## src/rtl/ordering_exchange.sv

```systemverilog
// ordering_exchange: per-replica tour RAM that streams its ordering to both neighbours
// while overwriting itself from SELF/PREV/FOLW. Optional checker macro: ORDERING_CHECK_EN.
package ordering_exchange_pkg;
    typedef enum logic [1:0] {NOP = 2'd0, SELF = 2'd1, PREV = 2'd2, FOLW = 2'd3} exchange_command_t;
    typedef logic [31:0] total_data_t;
endpackage

module ordering_exchange
    import ordering_exchange_pkg::*;
#(
    parameter int city_num = 32,
    parameter int cw       = $clog2(city_num)
) (
    input  logic              clk,
    input  logic              reset,
    input  exchange_command_t exchange_cmd,
    input  logic [cw-1:0]     prev_ordering,
    input  logic [cw-1:0]     folw_ordering,
    output logic [cw-1:0]     out_ordering,
    input  total_data_t       prev_total,
    input  total_data_t       folw_total,
    output total_data_t       self_total,
    input  logic              init_we,
    input  logic [cw-1:0]     init_addr,
    input  logic [cw-1:0]     init_data,
    input  total_data_t       init_total,
    input  logic [cw-1:0]     rd_addr,
    output logic [cw-1:0]     rd_data,
    output logic              busy,
    output logic              done,
`ifdef ORDERING_CHECK_EN
    output logic              perm_err,
`endif
    output logic [1:0]        dbg_state
);
    typedef enum logic [1:0] {IDLE = 2'd0, RUN = 2'd1, DONE = 2'd2} state_t;

    localparam logic [cw:0] K_ONE  = (cw+1)'(1);
    localparam logic [cw:0] K_LAST = (cw+1)'(city_num);

    state_t            state_q;
    exchange_command_t src_q;
    logic [cw:0]       k_q;
    logic [cw:0]       k_m1;
    total_data_t       total_q;
    logic [cw-1:0]     rd_q;
    logic              busy_q;
    logic              done_q;
    logic [cw-1:0]     mem [city_num];

    logic [cw-1:0]     ram_ra;
    logic              ram_we;
    logic              ex_wr;
    logic [cw-1:0]     ram_wa;
    logic [cw-1:0]     ram_wd;

    assign k_m1 = k_q - K_ONE;

    // Stream read of entry k lands one cycle later; its write-back from the
    // neighbour lags one more cycle, so neighbours always see pre-exchange data.
    always_comb begin
        ram_ra = rd_addr;
        if (state_q == RUN) ram_ra = k_q[cw-1:0];
        ex_wr  = (state_q == RUN) && (k_q != '0) && ((src_q == PREV) || (src_q == FOLW));
        ram_we = 1'b0;
        ram_wa = init_addr;
        ram_wd = init_data;
        if (state_q == IDLE) begin
            ram_we = init_we;
        end else if (ex_wr) begin
            ram_we = 1'b1;
            ram_wa = k_m1[cw-1:0];
            ram_wd = (src_q == PREV) ? prev_ordering : folw_ordering;
        end
        if (reset) ram_we = 1'b0;
    end

    always_ff @(posedge clk) begin
        if (ram_we) mem[ram_wa] <= ram_wd;
    end

    always_ff @(posedge clk) begin
        if (reset) rd_q <= '0;
        else       rd_q <= mem[ram_ra];
    end

    always_ff @(posedge clk) begin
        if (reset) begin
            state_q <= IDLE;
            src_q   <= NOP;
            k_q     <= '0;
            total_q <= '0;
            busy_q  <= 1'b0;
            done_q  <= 1'b0;
        end else begin
            done_q <= 1'b0;
            case (state_q)
                IDLE: begin
                    if (init_we && (init_addr == '0)) total_q <= init_total;
                    if (exchange_cmd != NOP) begin
                        src_q   <= exchange_cmd;
                        k_q     <= '0;
                        state_q <= RUN;
                        busy_q  <= 1'b1;
                        if (exchange_cmd == PREV)      total_q <= prev_total;
                        else if (exchange_cmd == FOLW) total_q <= folw_total;
                    end
                end
                RUN: begin
                    if (k_q == K_LAST) begin
                        state_q <= DONE;
                        done_q  <= 1'b1;
                    end else begin
                        k_q <= k_q + K_ONE;
                    end
                end
                DONE: begin
                    state_q <= IDLE;
                    busy_q  <= 1'b0;
                end
                default: begin
                    state_q <= IDLE;
                    busy_q  <= 1'b0;
                end
            endcase
        end
    end

`ifdef ORDERING_CHECK_EN
    localparam int SW = 2*cw + 2;

    function automatic logic [cw-1:0] ref_xor();
        logic [cw-1:0] r;
        r = '0;
        for (int i = 0; i < city_num; i++) r = r ^ cw'(i);
        return r;
    endfunction

    localparam logic [SW-1:0] SUM_REF = SW'(city_num * (city_num - 1) / 2);
    localparam logic [cw-1:0] XOR_REF = ref_xor();

    logic [SW-1:0] sum_q;
    logic [SW-1:0] sum_nx;
    logic [cw-1:0] xor_q;
    logic [cw-1:0] xor_nx;
    logic          perm_err_q;

    always_comb begin
        sum_nx = sum_q;
        xor_nx = xor_q;
        if (ex_wr) begin
            sum_nx = sum_q + SW'(ram_wd);
            xor_nx = xor_q ^ ram_wd;
        end
    end

    // The last write and the verdict share the edge into DONE, so use the next-sums.
    always_ff @(posedge clk) begin
        if (reset) begin
            sum_q      <= '0;
            xor_q      <= '0;
            perm_err_q <= 1'b0;
        end else if (state_q == IDLE) begin
            sum_q <= '0;
            xor_q <= '0;
        end else if (state_q == RUN) begin
            sum_q <= sum_nx;
            xor_q <= xor_nx;
            if ((k_q == K_LAST) && ((src_q == PREV) || (src_q == FOLW)) &&
                ((sum_nx != SUM_REF) || (xor_nx != XOR_REF)))
                perm_err_q <= 1'b1;
        end
    end

    assign perm_err = perm_err_q;
`endif

    assign out_ordering = rd_q;
    assign rd_data      = rd_q;
    assign self_total   = total_q;
    assign busy         = busy_q;
    assign done         = done_q;
    assign dbg_state    = state_q;
endmodule

```

## config.mk

```make
export PLATFORM = sky130hd
export DESIGN_NAME = ordering_exchange
export DESIGN_NICKNAME = d
export VERILOG_FILES = /design/src/rtl/ordering_exchange.sv
export SDC_FILE = /design/constraint.sdc
export NUM_CORES = 1
export LEC_CHECK = 0
export ABC_CLOCK_PERIOD_IN_PS = 4000
export BUFFER_PORTS_ARGS = -buffer_cell sky130_fd_sc_hd__buf_2
export CAP_MARGIN = 15
export CORE_AREA = 2 2 151 153
export DETAILED_ROUTE_END_ITERATION = 8
export DIE_AREA = 0 0 153 155
export PLACE_DENSITY = 0.65
export SKIP_LAST_GASP = 1
export SYNTH_ARGS = -nofsm -noshare
export SYNTH_HDL_FRONTEND = slang
export SYNTH_SLANG_ARGS = --single-unit
```

## constraint.sdc

```tcl
create_clock -name clk -period 4 [get_ports clk]
set_input_delay 0.8 -clock clk [delete_from_list [all_inputs] [get_ports clk]]
set_output_delay 0.8 -clock clk [all_outputs]
set_load 0.02 [all_outputs]
```

==> results of run 1 <==
-- stage by stage --
stage | hold WS (ns) | power, W | cells | setup WS [ns]
after floorplan | 0.445 | 0.00282 | 837 | 0.532
after global placement | 0.455 | 0.00301 | 1247 | 0.784
after detailed placement | 0.467 | 0.00302 | 1247 | 0.692
after CTS | 0.475 | 0.00485 | 1287 | 0.687
after global routing | 0.510 | 0.00500 | 1287 | 0.421
final | 0.472 | 0.00481 | 1287 | 0.673
-- logic make-up after synthesis --
group,count (synthesis),synth area share
adders and majority gates,3,0.00385
AOI/OAI and AO/OA,132,0.105
muxes,84,0.102
DFF,209,0.594
buffers and inverters,77,0.0393
and+or+nand+nor,325,0.149
xor gates and xnor gates,7,0.00629
-- flip-flops by register name, indices dropped and copies added (netlist names) --
signal,cells
mem,160
self_total,32
k_q,6
out_ordering,5
dbg_state,2
src_q,2
busy,1
done,1
-- power groups by stage --
| stage | Clock (W) | Combinational [W] | Sequential (W) |
|---|---|---|---|
| final | 0.00184 | 0.000565 | 0.00241 |
| after global placement | 0 | 0.000561 | 0.00245 |
| after CTS | 0.00188 | 0.000566 | 0.00241 |
| after floorplan | 0 | 0.000330 | 0.00249 |
| after detailed placement | 0 | 0.000564 | 0.00245 |
| after global routing | 0.00197 | 0.000618 | 0.00241 |
-- routing by layer --
metal / vias up / GRT usage
met5: - / 0
met4: 0 / 0.0591
met3: 55 / 0.0354
met2: 313 / 0.359
met1: 3415 / 0.292
li1: 3433 / -
-- path summary, 6_finish.rpt --
path	startpoint	to	slack (ns)	depth (start not counted)
setup / recovery	k_q[1]$_SDFFE_PP0P_	mem[16][1]$_DFFE_PP_	0.67	7
hold reg to reg	self_total[31]$_SDFFE_PP0P_	self_total[31]$_SDFFE_PP0P_	0.47	2
hold / removal	self_total[31]$_SDFFE_PP0P_	self_total[31]$_SDFFE_PP0P_	0.47	2
setup reg to reg	k_q[1]$_SDFFE_PP0P_	mem[16][1]$_DFFE_PP_	0.67	7
-- cell type report --
type                    count  area share
repair buffers            189      0.0877
inverters                  13     0.00427
flip-flops and latches    209       0.506
well taps                 285      0.0312
clock buffers              29      0.0513
multi-input cells         551       0.314
clock inverters            11     0.00547
-- synthesized netlist by cell type, drive strengths merged (6+ instances only) --
library cell and instances:
a31oi 10, o32ai 10, a32oi 7, o221a 7, nand3 18, a311oi 6
nand2 58, clkbuf 32, nor2 163, buf 32, edfxtp 160, nor2b 10
xor2 6, mux4 10, nor3 38, a2111oi 24, a21oi 24, inv 13
mux2i 74, nand4 6, dfxtp 49, o21ai 16
-- critical path, delay by kind of cell, from the launching register on --
family                   cells  cell delay, ns
buffers and inverters        1            0.18
adder cells (fa/ha/maj)      1            0.22
multiplexers                 1            0.71
flip-flops                   1            0.53
AO/OA/AOI/OAI                1            0.45
AND/OR/NAND/NOR              3            0.88
==> impl_metrics.tcl, run 1 <==
set metrics [dict create \
    yosysTopAreaCellShare 0.493 \
    syn_area_per_cell_um2 11.6 \
    fill_cells 1989 \
    slowest_delay_ns 0.71 \
    grt_start_max_net_pins 51 \
    dieArea_um2 23700 \
    synthCells 837 \
    utilization 0.515 \
    grt_pass1_vias 7186 \
    finalHoldViolCount 0 \
    synth-edff-count 160 \
    final_cell_area_um2 11400 \
    maxSlewHeadroom 0.254 \
    synth_flop_cell "edfxtp_1" \
    p_int_w 0.00363 \
    core_area_um2 22200 \
    p_clk_frac 0.382 \
    dp_hpwl_mm 17.5 \
    drt_wl_total_mm 25.5 \
    die_w_um 153 \
    ys_seq_elements 209 \
    wl_met2_mm 12.2 \
    clock_latency_ns 0.52 \
    fin_worst_skew_ns 0.0236 \
    seq_power_share 0.500 \
    swShare 0.247 \
    ys_warn_count 0 \
    path_max_fanout 12 \
    arrival_ns 3.47 \
    ir_drop_mv 0.319 \
    cts-htree-levels 1 \
    hold_class "reg2reg" \
    syn2layout_area_growth_pct 17.4 \
    seq_area_um2 5790 \
    tightest_slew_ns 1.12 \
    die_h_um 155 \
    powerDensity_nw_per_um2 421 \
    grtUsageTotal 0.214 \
    cts.sinks 209 \
    syn_nets 966 \
    nNetsFinal 1115 \
    cts_tree "done" \
    ant_nets 0 \
    post-cts-setup-buffer-count 0 \
    ys_top_cells_by_area "edfxtp_1 49%, dfxtp_1 10%, mux2i_1 7.4%" \
    power_frac_comb 0.117 \
    grt_overflow 0 \
    routed_via_density 5.61 \
    top_layer "met4" \
    insertedDiodeCount 0 \
    clk_pin_slew_ns 0.06 \
    drt-initial-drc-count 578 \
    clock.fmax_mhz 301 \
    yosysUniqueCellTypes 62 \
    netlist_area_um2 9740 \
    postCtsHoldBufs 0 \
    cts-resized-gates 0 \
    ys_seq_area_frac 0.594 \
    path_class "reg2reg" \
    gp_congestion 0.853 \
    grt_first_pass_wirelength_mm 39.9 \
    cp_slowest_cell "mux2i_1" \
    start_kind "register" \
    vias 7216 \
    cellLeakagePower_nw 4.45 \
    mostFrequentLayoutCells "171 x buf_2, 162 x nor2_1, 160 x edfxtp_1" \
    drt-pass1-iter-count 6 \
    drive_gt1_frac 0.250 \
    io_buffers 171 \
    cts_buffer_depth 3 \
    postPlaceCellArea_um2 10800 \
    pin_count 172 \
    antenna_found_initial 0 \
    rows 55 \
    avgRoutedWirePerCell_um 19.8 \
    drc 0 \
    cts_made_buffers 22 \
    start_util 0.438 \
    cp.required_ns 4.14 \
    root_buffer "clkbuf_16" \
    cp-end-kind "register" \
    ys_async_sr_fraction 0 \
    finalSetupViolations 0 \
    drv_slew 0 \
    multi_input_area_um2 3600 \
    crit_path_cell_trace "inv_1 -> ha_1 -> nor4b_4 -> a211o_1 -> mux2i_1 -> nand3b_1 -> nor2_1" \
    rsz0062_at_grt "false" \
    route.met3.wl_mm 1.95 \
    synth_top_area_cell "edfxtp_1" \
    wl_met1_mm 10.7 \
    final_common_cell "buf_2" \
    status "finished, final reports clean" \
    period_needed_ns 3.33 \
    timing.setup.tns_ns 0 \
    p_switching_w 0.00119 \
    period_share 0.832 \
    maxCapViolCount 0 \
]
Note: power is estimated with default switching activity, not from simulation.
==> run 2: changes to the inputs <==
- ABC_CLOCK_PERIOD_IN_PS: 4000 -> 2800
- PLACE_DENSITY: 0.65 -> 0.68
- clock period: 4 -> 2.8 ns (I/O delays scaled with it)
==> run 2 against run 1 <==
  * Register-to-register slack got worse by 0.49 ns
  * Setup slack lost 0.49 ns
  * Flip-flop and latch count is the same
  * Design area increased by 2.8%
  * Routed wire length rose by 5.2%
  * First-iteration DRC count is 2.1% lower
  * Critical path depth unchanged
  * Fmax is 27% higher
  * Cell count grew 1.7%
  * Combinational power up 49%
  * Total power grew 52%
  * Utilization grew 1.4 points
  * Critical path type unchanged
  * Largest power group unchanged
==> impl_metrics.tcl, run 2 (synthesis results as in run 1) <==
set metrics [dict create \
    status "finished, final reports clean" \
    nNetsFinal 1135 \
    path_max_fanout 8 \
    drv_slew 0 \
    worst-path-buf-inv 1 \
    routed_via_density 5.66 \
    rows 55 \
    grt_pass1_vias 7385 \
    start_kind "register" \
    numPlacedInstances 1266 \
    finalSetupViolations 0 \
    grt_overflow 0 \
    dieArea_um2 23700 \
    cp_slowest_cell "or3b_1" \
    arrival_ns 2.79 \
    fill_cells 1935 \
    root_buffer "clkbuf_16" \
    ir_drop_mv 0.454 \
    die_h_um 155 \
    maxCapViolCount 0 \
    period_share 0.935 \
    cellLeakagePower_nw 4.62 \
    mostFrequentLayoutCells "171 x buf_2, 160 x edfxtp_1, 159 x nor2_1" \
    grt_start_max_net_pins 40 \
    powerDensity_nw_per_um2 620 \
    path_class "reg2reg" \
    timing.setup.tns_ns 0 \
    clock.fmax_mhz 382 \
    hold_class "in2reg" \
    clock_latency_ns 0.51 \
    crit_path_cell_trace "inv_1 -> ha_1 -> nor4b_4 -> a211o_2 -> mux2i_4 -> or3b_1 -> nor2_1" \
    drc 0 \
    antenna_found_initial 1 \
    io_buffers 171 \
    period_needed_ns 2.62 \
    cts_buffer_depth 3 \
    syn2layout_area_growth_pct 20.7 \
    largest_reg_flops 160 \
    cts.sinks 209 \
    drt-initial-drc-count 566 \
    cp_top_family "simple AND/OR/NAND/NOR gates" \
    cp.required_ns 2.97 \
    tightest_slew_ns 0.883 \
    drive_gt1_frac 0.273 \
    cp-end-kind "register" \
    maxSlewHeadroom 0.408 \
    fin_worst_skew_ns 0.0145 \
    grtUsageTotal 0.227 \
    largest-register "mem" \
    cts_tree "done" \
    gp_congestion 0.920 \
    ant_nets 0 \
    postCtsHoldBufs 0 \
    finalHoldViolCount 0 \
    drt_wl_total_mm 26.8 \
    dp_hpwl_mm 18.5 \
    slowest_delay_ns 0.50 \
    cts_made_buffers 23 \
    pin_count 172 \
    core_area_um2 22200 \
    grt_first_pass_wirelength_mm 42.1 \
    post-cts-setup-buffer-count 0 \
    drt-pass1-iter-count 6 \
    clk_pin_slew_ns 0.06 \
    rsz0062_at_grt "false" \
    avgRoutedWirePerCell_um 20.5 \
    die_w_um 153 \
    cts-htree-levels 1 \
    final_cells 1309 \
    final_common_cell "buf_2" \
    vias 7404 \
    cts-resized-gates 0 \
    start_util 0.438 \
]
-- run 2: changes by cell type in the layout (fill, tap and decap cells not counted), moves of 3 or more --
cell,change
buf_4,+14
buf_12,+5
bufinv_16,+3
clkbuf_1,-3
nor2_1,-3
nor2_2,+3
-- run 2: layout make-up --
class,instances,area [um2],share of cell area
sequential,209,5790,0.492
multi-input combinational,551,3600,0.306
timing repair buffer,208,1210,0.103
clock buffer,27,601,0.0511
tap,285,357,0.0303
clock inverter,15,154,0.0131
inverter,13,48.8,0.00415
antenna,1,2.50,0.000213
-- run 2: through the flow --
stage               cell area (um2)  hold WS (ns)  power [W]  utilization  setup slack (ns)
finish                        11800         0.400    0.00729        0.529             0.181
CTS                           11800         0.387    0.00735        0.529            0.0810
global route                  11800         0.436    0.00756        0.529            0.0157
global placement              11000         0.454    0.00433        0.495             0.179
floorplan                      9740         0.445    0.00402            -            -0.129
detailed placement            11000         0.462    0.00434        0.495             0.111
-- run 2: path summary, 6_finish.rpt --
kind,start,to,slack (ns),cells after the start
setup / recovery,k_q[0]$_SDFFE_PP0P_,mem[24][1]$_DFFE_PP_,0.18,7
hold reg to reg,self_total[31]$_SDFFE_PP0P_,self_total[31]$_SDFFE_PP0P_,0.47,2
hold / removal,prev_total[17],self_total[17]$_SDFFE_PP0P_,0.40,3
setup reg to reg,k_q[0]$_SDFFE_PP0P_,mem[24][1]$_DFFE_PP_,0.18,7
-- run 2: tightest hold or removal path, stage by stage --
cell and delay [ns]:
buf_2 0.09, mux2i_1 0.11, a2111oi_0 0.10
-- run 2: layer usage --
metal	track usage	wire length (um)	share of wire	vias up
li1	-	-	-	3473
met1	0.299	11000	0.41	3508
met2	0.374	12600	0.47	368
met3	0.0476	2340	0.087	55
met4	0.0794	884	0.033	0
met5	0	0	0	-
-- run 2: where the power goes --
part           switching, W  leakage [nW]  internal (W)
Clock               0.00120         0.367       0.00181
Combinational      0.000515          2.41      0.000329
Sequential        0.0000386          1.84       0.00340
